File: config.mk
export PLATFORM = sky130hd
export DESIGN_NAME = dly_fine_ctrl
export DESIGN_NICKNAME = d
export VERILOG_FILES = /design/src/rtl/dly_fine_ctrl.sv
export SDC_FILE = /design/constraint.sdc
export NUM_CORES = 1
export LEC_CHECK = 0
export ABC_CLOCK_PERIOD_IN_PS = 8860
export CORE_ASPECT_RATIO = 1.1
export CORE_MARGIN = 2
export CORE_UTILIZATION = 45
export DETAILED_ROUTE_END_ITERATION = 10
export PLACE_DENSITY = 0.7
export SYNTH_ARGS = -nofsm -noshare
export SYNTH_HDL_FRONTEND = slang
export SYNTH_SLANG_ARGS = --single-unit
File: constraint.sdc
create_clock -name i_clk -period 8.86 [get_ports i_clk]
set_input_delay 2.215 -clock i_clk [delete_from_list [all_inputs] [get_ports i_clk]]
set_output_delay 2.215 -clock i_clk [all_outputs]
set_load 0.05 [all_outputs]
File: src/rtl/dly_fine_ctrl.sv
// Fine delay-chain controller: filters phase-detector pulses into up/down
// steps on a thermometer-coded select bus, with lock and end-of-range status.
module dly_fine_ctrl #(
    parameter int unsigned N_TAP     = 64,
    parameter int unsigned CODE_W    = 7,
    parameter int unsigned FILT_TH   = 4,
    parameter int unsigned LOCK_CNT  = 8,
    parameter int unsigned INIT_CODE = 32
) (
    input  logic              i_clk,
    input  logic              i_rst,
    input  logic              i_en,
    input  logic              i_up,
    input  logic              i_dn,
    input  logic              i_load,
    input  logic [CODE_W-1:0] i_load_code,
    output logic [N_TAP-1:0]  o_sel,
    output logic [CODE_W-1:0] o_code,
    output logic              o_lock,
    output logic              o_min,
    output logic              o_max
);

    // Accumulator holds -FILT_TH..+FILT_TH; 5 signed bits cover FILT_TH up to 15.
    localparam int unsigned ACC_W = 5;
    localparam int unsigned CNT_W = $clog2(LOCK_CNT + 1);

    localparam logic signed [ACC_W-1:0] TH_P   = ACC_W'(FILT_TH);
    localparam logic signed [ACC_W-1:0] TH_N   = -TH_P;
    localparam logic [CNT_W-1:0]        LOCK_C = CNT_W'(LOCK_CNT);
    localparam logic [CODE_W-1:0]       CODE_MAX  = CODE_W'(N_TAP);
    localparam logic [CODE_W-1:0]       CODE_INIT = CODE_W'(INIT_CODE);

    typedef enum logic [1:0] {StIdle, StTrack, StLocked} state_e;
    typedef enum logic [1:0] {DirNone, DirUp, DirDn} dir_e;

    function automatic logic [N_TAP-1:0] therm(input logic [CODE_W-1:0] code);
        logic [N_TAP-1:0] s;
        for (int k = 0; k < N_TAP; k++) begin
            s[k] = (CODE_W'(k) < code);
        end
        return s;
    endfunction

    state_e                   state_q, state_d;
    dir_e                     dir_q, dir_d, step_dir;
    logic [CODE_W-1:0]        code_q, code_d;
    logic signed [ACC_W-1:0]  acc_q, acc_d, acc_sum, net;
    logic [CNT_W-1:0]         rev_q, rev_d, same_q, same_d;
    logic [N_TAP-1:0]         sel_q, sel_d;
    logic                     lock_q, lock_d, min_q, min_d, max_q, max_d;
    logic                     req_up, req_dn, can_step;

    // Next-state: load beats enable; filtering only runs in TRACK/LOCKED.
    always_comb begin
        state_d  = state_q;
        dir_d    = dir_q;
        code_d   = code_q;
        acc_d    = acc_q;
        rev_d    = rev_q;
        same_d   = same_q;
        net      = '0;
        if (i_up && !i_dn) net = ACC_W'(1);
        if (i_dn && !i_up) net = {ACC_W{1'b1}};
        acc_sum  = acc_q + net;
        req_up   = (acc_sum == TH_P);
        req_dn   = (acc_sum == TH_N);
        step_dir = req_up ? DirUp : DirDn;
        can_step = req_up ? (code_q < CODE_MAX) : (code_q != '0);

        if (i_load) begin
            code_d  = (i_load_code > CODE_MAX) ? CODE_MAX : i_load_code;
            acc_d   = '0;
            rev_d   = '0;
            same_d  = '0;
            dir_d   = DirNone;
            state_d = i_en ? StTrack : StIdle;
        end else if (!i_en) begin
            acc_d   = '0;
            rev_d   = '0;
            same_d  = '0;
            dir_d   = DirNone;
            state_d = StIdle;
        end else if (state_q == StIdle) begin
            state_d = StTrack;
        end else begin
            acc_d = acc_sum;
            if (req_up || req_dn) begin
                acc_d = '0;
                if (!can_step) begin
                    // End of range: drop lock but remember the last real step.
                    state_d = StTrack;
                    rev_d   = '0;
                end else begin
                    code_d = req_up ? code_q + CODE_W'(1) : code_q - CODE_W'(1);
                    if (dir_q != DirNone && step_dir != dir_q) begin
                        rev_d  = (rev_q == LOCK_C) ? rev_q : rev_q + CNT_W'(1);
                        same_d = '0;
                    end else begin
                        same_d = (same_q == LOCK_C) ? same_q : same_q + CNT_W'(1);
                        rev_d  = '0;
                    end
                    dir_d = step_dir;
                    if (state_q == StTrack && rev_d == LOCK_C) begin
                        state_d = StLocked;
                    end else if (state_q == StLocked && same_d == LOCK_C) begin
                        state_d = StTrack;
                    end
                end
            end
        end

        sel_d  = therm(code_d);
        min_d  = (code_d == '0);
        max_d  = (code_d == CODE_MAX);
        lock_d = (state_d == StLocked);
    end

    // State and registered outputs, synchronous reset.
    always_ff @(posedge i_clk) begin
        if (i_rst) begin
            state_q <= StIdle;
            dir_q   <= DirNone;
            code_q  <= CODE_INIT;
            acc_q   <= '0;
            rev_q   <= '0;
            same_q  <= '0;
            sel_q   <= therm(CODE_INIT);
            lock_q  <= 1'b0;
            min_q   <= (CODE_INIT == '0);
            max_q   <= (CODE_INIT == CODE_MAX);
        end else begin
            state_q <= state_d;
            dir_q   <= dir_d;
            code_q  <= code_d;
            acc_q   <= acc_d;
            rev_q   <= rev_d;
            same_q  <= same_d;
            sel_q   <= sel_d;
            lock_q  <= lock_d;
            min_q   <= min_d;
            max_q   <= max_d;
        end
    end

    assign o_sel  = sel_q;
    assign o_code = code_q;
    assign o_lock = lock_q;
    assign o_min  = min_q;
    assign o_max  = max_q;

endmodule

After elaboration in Yosys (flattened, before gate mapping):

Index checks and enable logic that the tools add are counted.
Widths: inputs -> output; s select.

* register bits after elaboration: 91
* bits in latches: 0
* memory bits (writable): 0
* ROM bits: 0
* output and inout port bits: 74
* logic and storage cells: 144
* memories kept: 0

* add/sub/neg operators: 5
* $mul: 0
* div/mod/pow operators: 0
* order comparisons: 66
* eq/ne operators: 11
* shift-type cells: 0
* muxes and demuxes: 35
* bitwise gates (word level): 2
* reduce and logical (&&, ||, !) cells: 15

Operators with widths (number)
* $lt 6x7->1 const A: 32
* $lt 5x7->1 const A: 16
* $mux 4: 15
* $lt 4x7->1 const A: 8
* $mux 7: 7
* $lt 3x7->1 const A: 4
* $eq 4x4->1 const B: 4
* $mux 2: 8
* $lt 1x7->1 const A: 2
* $lt 2x7->1 const A: 2
* $mux 5: 2
* $add 4x1->4 const B: 2
* $add 7x1->7 const B: 1
* $eq 7x7->1 const B: 1
* $gt 7x7->1 const B: 1
* $logic_not 7->1: 1
* $lt 7x7->1 const B: 1
* $reduce_bool 7->1: 1
* $sub 7x1->7 const B: 1
* $add 5x5->5: 1
* $eq 5x3->1 const B: 1
* $eq 5x4->1 const B: 1
* $logic_and 1x1->1: 5
* $eq 2x2->1 const B: 2
* other kinds (11): 15

Longest topological paths before layout:

Gate-level depths: netlist (run 1).

* depth after elaboration: 25
* mapped depth: 22

Worst setup path before layout (run 1):

Ideal clock, no wire load.

* path kind: input port to flip-flop
* start: input i_up
* end: register sel_q[10], in the netlist o_sel[10]
* arrival: 6.621 ns
* data required time: 8.732 ns
* slack: 2.111 ns
* stages: 22
* cell sequence: inv_1 -> ha_1 -> inv_1 -> ha_1 -> ha_1 -> or4b_4 -> a21bo_1 -> o211ai_4 -> and3_1 -> clkbuf_1 -> inv_1 -> fa_1 -> a21o_1 -> a21oi_1 -> o21bai_1 -> a21oi_1 -> xor2_1 -> or4b_4 -> a311oi_4 -> and2_1 -> buf_2 -> o21ai_1

* word-level cells in the longest chain between the ends: 12

Ends and longest elaborated chain
* start: declaration: line 13 `input logic i_up,`
* $logic_and 1x1->1 / $logic_not 1->1 (equally long branches): line 63, 64
* $mux 1 / $logic_and 1x1->1 (equally long branches): line 63, 64
* $mux 5 (*): line 64 `if (i_dn && !i_up) net = {ACC_W{1'b1}};`
* $add 5x5->5 (*): line 65 `acc_sum = acc_q + net;`
* $eq 5x4->1: line 66 `req_up = (acc_sum == TH_P);`
* $mux 7 / $mux 1 (equally long branches): line 95, 69
* $mux 7: line 90 `if (!can_step) begin`
* $mux 7 (*): line 88 `if (req_up || req_dn) begin`
* $mux 7 (*): line 84 `end else if (state_q == StIdle) begin`
* $mux 7 (*): line 78 `end else if (!i_en) begin`
* $mux 7 (*): line 71 `if (i_load) begin`
* $lt 4x7->1 (*): line 40 `s[k] = (CODE_W'(k) < code);`
* end signal: assignment: line 128 `sel_q <= therm(CODE_INIT);`
* end signal: assignment: line 139 `sel_q <= sel_d;`
* end: declaration: line 50 `logic [N_TAP-1:0] sel_q, sel_d;`

Mark *: on every way between the ends. The rest lies on a longest branch, timed or not.
A chain may end at the register's enable or synchronous reset.

Worst setup path after layout (run 1):

* start: input i_up
* end: register min_q, in the netlist o_min

* word-level cells in the longest chain between the ends: 12

Ends and longest elaborated chain
* $logic_and 1x1->1 / $logic_not 1->1 (equally long branches): line 63, 64
* $mux 1 / $logic_and 1x1->1 (equally long branches): line 63, 64
* $mux 5 (*): line 64
* $add 5x5->5 (*): line 65
* $eq 5x4->1: line 66
* $mux 7 / $mux 1 (equally long branches): line 95, 69
* $mux 7: line 90
* $mux 7 (*): line 88
* $mux 7 (*): line 84
* $mux 7 (*): line 78
* $mux 7 (*): line 71
* $logic_not 7->1 (*): line 114 `min_d = (code_d == '0);`
* end signal: assignment: line 130 `min_q <= (CODE_INIT == '0);`
* end signal: assignment: line 141 `min_q <= min_d;`
* end: declaration: line 51 `logic lock_q, lock_d, min_q, min_d, max_q, max_d;`

Marks and branches as above.

==> flow_summary.ini, run 1 <==
[timing]
holdWs_ns = 0.4842
fin_ws_ns = 1.442
rsz0062_at_grt = no
fin_crit_ns = 7.418
slew_violations = 0
fin_crit_sh = 0.8372
clock.fmax_mhz = 134.8
tightest_slew_ns = 1.195
hold_violations = 0
max-slew-margin-rel = 0.1935
setup_tns_ns = 0
fin_skew_ns = 0.01077
setup_viol = 0

[pwr]
clkPwrFrac = 0.289
p_switching_mw = 0.3310
p_int_mw = 0.6153
swShare = 0.3498
power_density_nw_per_um2 = 187.3
irDropWorstVdd_uv = 89.28
power.share.sequential = 0.466
pwr-share-comb = 0.245
leakage_nw = 1.933

[cells_and_area]
drive_gt1_frac = 0.06977
fillers = 738
stdcell_area_sq_um = 5051
multi_input_area_sq_um = 1952
fin_util = 0.5976
num_antenna_cells = 0
area_delta_synth_final_pct = 28.57
final_nets = 538
ff_latch_area_sq_um = 1802

[route]
antenna_left = 0
drc = 0
num_vias = 3341
routedWlPerCell_microns = 15.24
drt_iter0_drc = 133
vias_per_cell = 5.329
drt_pass1_iterations = 5
totalWireLength_mm = 9.556

[floorplanning]
die_x_microns = 93.09
die_y_microns = 102
die_area_sq_um = 9495
start_util = 0.4648
core_area_sq_um = 8452
io_pins = 87
rows = 35

[grt]
grtUsageTotal = 0.2055
antenna_found_initial = 0
grt_pass1_vias = 3190
grt_max_degree = 19
grt_pass1_wl_mm = 15.39
grt-ovfl-total = 0

[yosys]
syn_inst = 429
synthDistinctLibCells = 65
synth-main-ff-cell = dfxtp_1
synthTopCellsByArea = dfxtp_1, o21ai_0, ha_1, a21oi_1, nor2_1
yosysTopAreaCell = dfxtp_1
synth-seq-cells = 90
yosys.area.top_type_share = 0.4586
synth-edff-count = 0
syn_avg_cell_area_sq_um = 9.158
syn-cell-area_sq_um = 3929
yosysSeqAreaShare = 0.4586
ys_warn_count = 0
async_reset_ff_frac = 0
syn_nets = 456

[worst_setup_path]
path_cells = clkdlybuf4s50_1, inv_1, ha_1, xor2_1, ha_1, or4b_4, a21bo_1, o211ai_4, and3_1, inv_1, fa_1, a21o_1, a21oi_1, o21bai_1, a21oi_1, xor2_1, or4b_4, a311oi_4, and2_1, and2_1
end_kind = flip-flop
cp.required_ns = 9.16
cp_max_fo = 16
slowest_stage = a311oi_4
slowest_delay_ns = 0.55
critical_path_class = in2reg
regToRegSetupSlack_ns = 3.70
crit_arrival_ns = 7.72
start_kind = primary input

[flow_run]
maxCapViolCount = 0

[place]
portBuffers = 86
dp_hpwl_mm = 7.244
placed_area_sq_um = 4855
dp_slack_ns = 1.124
place.gp.congestion = 0.8640

[cts]
clkSinkCount = 90
htree_levels = 3
ctsResizeCount = 0
cts_hold_buf = 0
cts_max_path_buffers = 2
cts-root-buf = clkbuf_8
cts_inserted_buffers = 9
cts_tree = yes
clk_latency_ns = 0.36
path_clk_slew_ns = 0.10
cts_setup_buffers = 0

[worst_hold_path]
min_path_type = reg2reg

[status]
status = finished, final reports clean
layout make-up:
class,instances,area share
Clock buffer,9,0.02452
Clock inverter,7,0.01437
Inverter,25,0.01858
Multi-Input combinational cell,298,0.3864
Sequential cell,90,0.3567
Tap cell,111,0.02750
Timing Repair Buffer,87,0.1719
cell families (layout without fill, tap and decap cells):
group,after synthesis,after routing,share of synthesized area
AO/OA/AOI/OAI,120,120,0.2032
XOR/XNOR,14,14,0.03121
adder cells (fa/ha/maj),14,14,0.04650
buffers and inverters,41,128,0.04459
flip-flops,90,90,0.4586
multiplexers,3,3,0.007962
AND/OR/NAND/NOR,147,147,0.2080
worst max-delay path, delay by kind of cell:
| family | cells | cell delay, ns |
|---|---|---|
| compound gates | 7 | 1.60 |
| xor+xnor | 2 | 0.31 |
| fa+ha+maj | 3 | 0.99 |
| buf+inv | 3 | 0.69 |
| simple gates | 5 | 1.91 |
power groups by stage:
| stage | sequential [mW] | combinational [mW] | clock, mW |
|---|---|---|---|
| 2_1_floorplan | 0.538 | 0.0707 | 0 |
| 3_3_place_gp | 0.450 | 0.229 | 0 |
| 3_5_place_dp | 0.451 | 0.232 | 0 |
| 4_1_cts | 0.441 | 0.233 | 0.278 |
| 5_1_grt | 0.443 | 0.246 | 0.297 |
| 6_report | 0.441 | 0.232 | 0.273 |
synthesized netlist by cell type, types with 7 or more instances:
| library cell | number |
|---|---|
| dfxtp_1 | 90 |
| or3_1 | 7 |
| xnor2_1 | 8 |
| nand2_1 | 27 |
| a21oi_1 | 31 |
| o21ai_0 | 35 |
| clkbuf_1 | 10 |
| and2_1 | 8 |
| ha_1 | 13 |
| o21ai_1 | 9 |
| inv_1 | 22 |
| nor2_1 | 41 |
| nor2b_1 | 7 |
| nand3_1 | 12 |
per-layer routing:
layer | track usage | part of all wire | vias up
li1 | - | - | 1687
met4 | 0.07919 | 0.017 | 0
met2 | 0.3729 | 0.50 | 107
met1 | 0.2424 | 0.43 | 1533
met5 | 0 | 0 | -
met3 | 0.03687 | 0.050 | 14
flip-flops by register name, summed over array words and instances, names as in the netlist:
register / cells
o_min: 1
o_max: 1
rev_q: 4
acc_q: 5
dir_q: 2
o_sel: 63
o_lock: 1
same_q: 4
state_q: 2
o_code: 7
placed cells by master, fill, tap and decap left out, drive strengths merged, types with 7 or more instances in the layout:
master         count
nand2             27
clkdlybuf4s50     86
a21oi             32
clkbuf             9
nor2b              7
o21ai             44
dfxtp             90
and2               8
nand3             12
inv               27
nor2              42
xnor2              8
ha                13
or3                7
metrics by stage:
step	instances	power, mW
after floorplan	429	0.6082
after global placement	611	0.6795
after detailed placement	611	0.6825
after CTS	627	0.9516
after global routing	627	0.9871
final	627	0.9463
worst paths after layout:
path	end	cells after the start	start
min	acc_q[0]	2	acc_q[0]
max reg2reg	o_min	17	acc_q[1]
min reg2reg	acc_q[0]	2	acc_q[0]
max	o_min	20	i_up
(Power assumes the default switching activity.)
==> inputs of run 2 (changes only) <==
ABC_CLOCK_PERIOD_IN_PS = 7700   (was 8860)
clock period = 7.7 ns   (was 8.86 ns; I/O delays follow)
==> run 2 against run 1 <==
  * Clock skew is 0.0043 ns higher
  * Clock power is 16% higher
  * Core utilization is 0.074 points higher
  * Worst setup slack worse by 0.67 ns
  * Via count is 1.3% higher
  * Non-clock buffer count is 1 higher
  * Critical path depth stayed put
  * Sequential cell count stayed put
  * Hold slack worse by 0.017 ns
  * Largest cell class unchanged
  * Highest routed layer unchanged
==> flow_summary.ini, run 2 (synthesized netlist as in run 1, its figures left out) <==
[grt]
antenna_found_initial = 0
grt_max_degree = 19
grt_pass1_vias = 3275
grt-ovfl-total = 0
grtUsageTotal = 0.2126
grt_pass1_wl_mm = 15.99

[cells_and_area]
fillers = 757
final_cell_mix = dfxtp_1, clkdlybuf4s50_1, nor2_1, o21ai_0, a21oi_1
largest_register_ffs = 63
layout.cells.most_common = dfxtp_1
multi_input_area_sq_um = 1952
drive_gt1_frac = 0.07157
area_delta_synth_final_pct = 28.73
final_cells = 628
ff_latch_area_sq_um = 1802
num_antenna_cells = 0
fin_util = 0.5984
final_nets = 539
stdcell_area_sq_um = 5057

[cts]
cts_tree = yes
cts_max_path_buffers = 2
cts_hold_buf = 0
clkSinkCount = 90
cts-root-buf = clkbuf_8
cts_inserted_buffers = 9
cts_setup_buffers = 0
path_clk_slew_ns = 0.10
clk_latency_ns = 0.37
htree_levels = 3
ctsResizeCount = 0

[timing]
setup_tns_ns = 0
holdWs_ns = 0.4676
slew_violations = 0
tightest_slew_ns = 1.124
fin_crit_ns = 6.932
rsz0062_at_grt = no
fin_crit_sh = 0.9002
hold_violations = 0
max-slew-margin-rel = 0.2414
setup_viol = 0
fin_skew_ns = 0.01507
fin_ws_ns = 0.7684
clock.fmax_mhz = 144.3

[worst_hold_path]
hold_depth = 2
min_path_type = reg2reg
worstHoldEndpoint = acc_q[0]
hold_path.startpoint = acc_q[0]

[place]
dp_cells = 612
portBuffers = 86
dp_slack_ns = 0.3771
dp_hpwl_mm = 7.354
placed_area_sq_um = 4862
place.gp.congestion = 0.8985

[pwr]
leakage_nw = 1.941
power_density_nw_per_um2 = 215.8
irDropWorstVdd_uv = 77.19
power_mw = 1.092

[route]
drc = 0
antenna_left = 0
drt_pass1_iterations = 5
vias_per_cell = 5.389
routedWlPerCell_microns = 15.44
drt_iter0_drc = 156
num_vias = 3384
totalWireLength_mm = 9.698

[floorplanning]
die_y_microns = 102
core_area_sq_um = 8452
die_x_microns = 93.09
die_area_sq_um = 9495
start_util = 0.4648
rows = 35
io_pins = 87

[worst_setup_path]
regToRegSetupSlack_ns = 2.73
critical_path_class = in2reg
reg2reg_depth = 17
cp_max_fo = 9
crit_arrival_ns = 7.25
end_kind = flip-flop
cp.required_ns = 8.02
rr_startpoint = acc_q[1]
start_kind = primary input
reg2reg_to = o_min

[status]
status = finished, final reports clean

[flow_run]
maxCapViolCount = 0
run 2: critical path, stage by stage:
cell and delay (ns):
clkdlybuf4s50_1 0.45, inv_1 0.05, ha_1 0.29, xor2_1 0.18
ha_1 0.25, or4b_4 0.51, a21bo_1 0.22, o211ai_4 0.14
and3_1 0.32, inv_1 0.18, fa_1 0.44, a21o_1 0.18
a21oi_1 0.23, o21bai_1 0.09, a21oi_1 0.18, xor2_1 0.14
or4b_4 0.52, a311oi_4 0.34, and2_1 0.42, and2_1 0.18
run 2: worst max-delay path by stage:
stage | startpoint | endpoint | cells after the start
3_5_place_dp | i_up | o_min | 21
4_1_cts | i_up | o_min | 20
5_1_grt | i_up | o_min | 21
6_report | i_up | o_min | 20
2_1_floorplan | i_up | o_sel[10] | 22
3_3_place_gp | i_up | o_min | 21
run 2: routing by layer:
metal / global-route usage / vias up / part of all wire / wire length [microns]
li1: - / 1685 / - / -
met1: 0.2503 / 1580 / 0.43 / 4125
met2: 0.3852 / 106 / 0.50 / 4871
met3: 0.04499 / 13 / 0.056 / 546
met4: 0.07353 / 0 / 0.016 / 155
met5: 0 / - / 0 / 0
run 2: cell type report:
class,instances,share of cell area
clock buffers,9,0.02449
flip-flops and latches,90,0.3563
multi-input cells,298,0.3859
inverters,25,0.01856
well taps,111,0.02746
clock inverters,7,0.01410
repair buffers,88,0.1732
run 2: power by group:
| part | internal (mW) | switching, mW |
|---|---|---|
| Sequential | 0.495 | 0.0121 |
| Clock | 0.127 | 0.190 |
| Combinational | 0.0867 | 0.181 |
| Total | 0.708 | 0.383 |
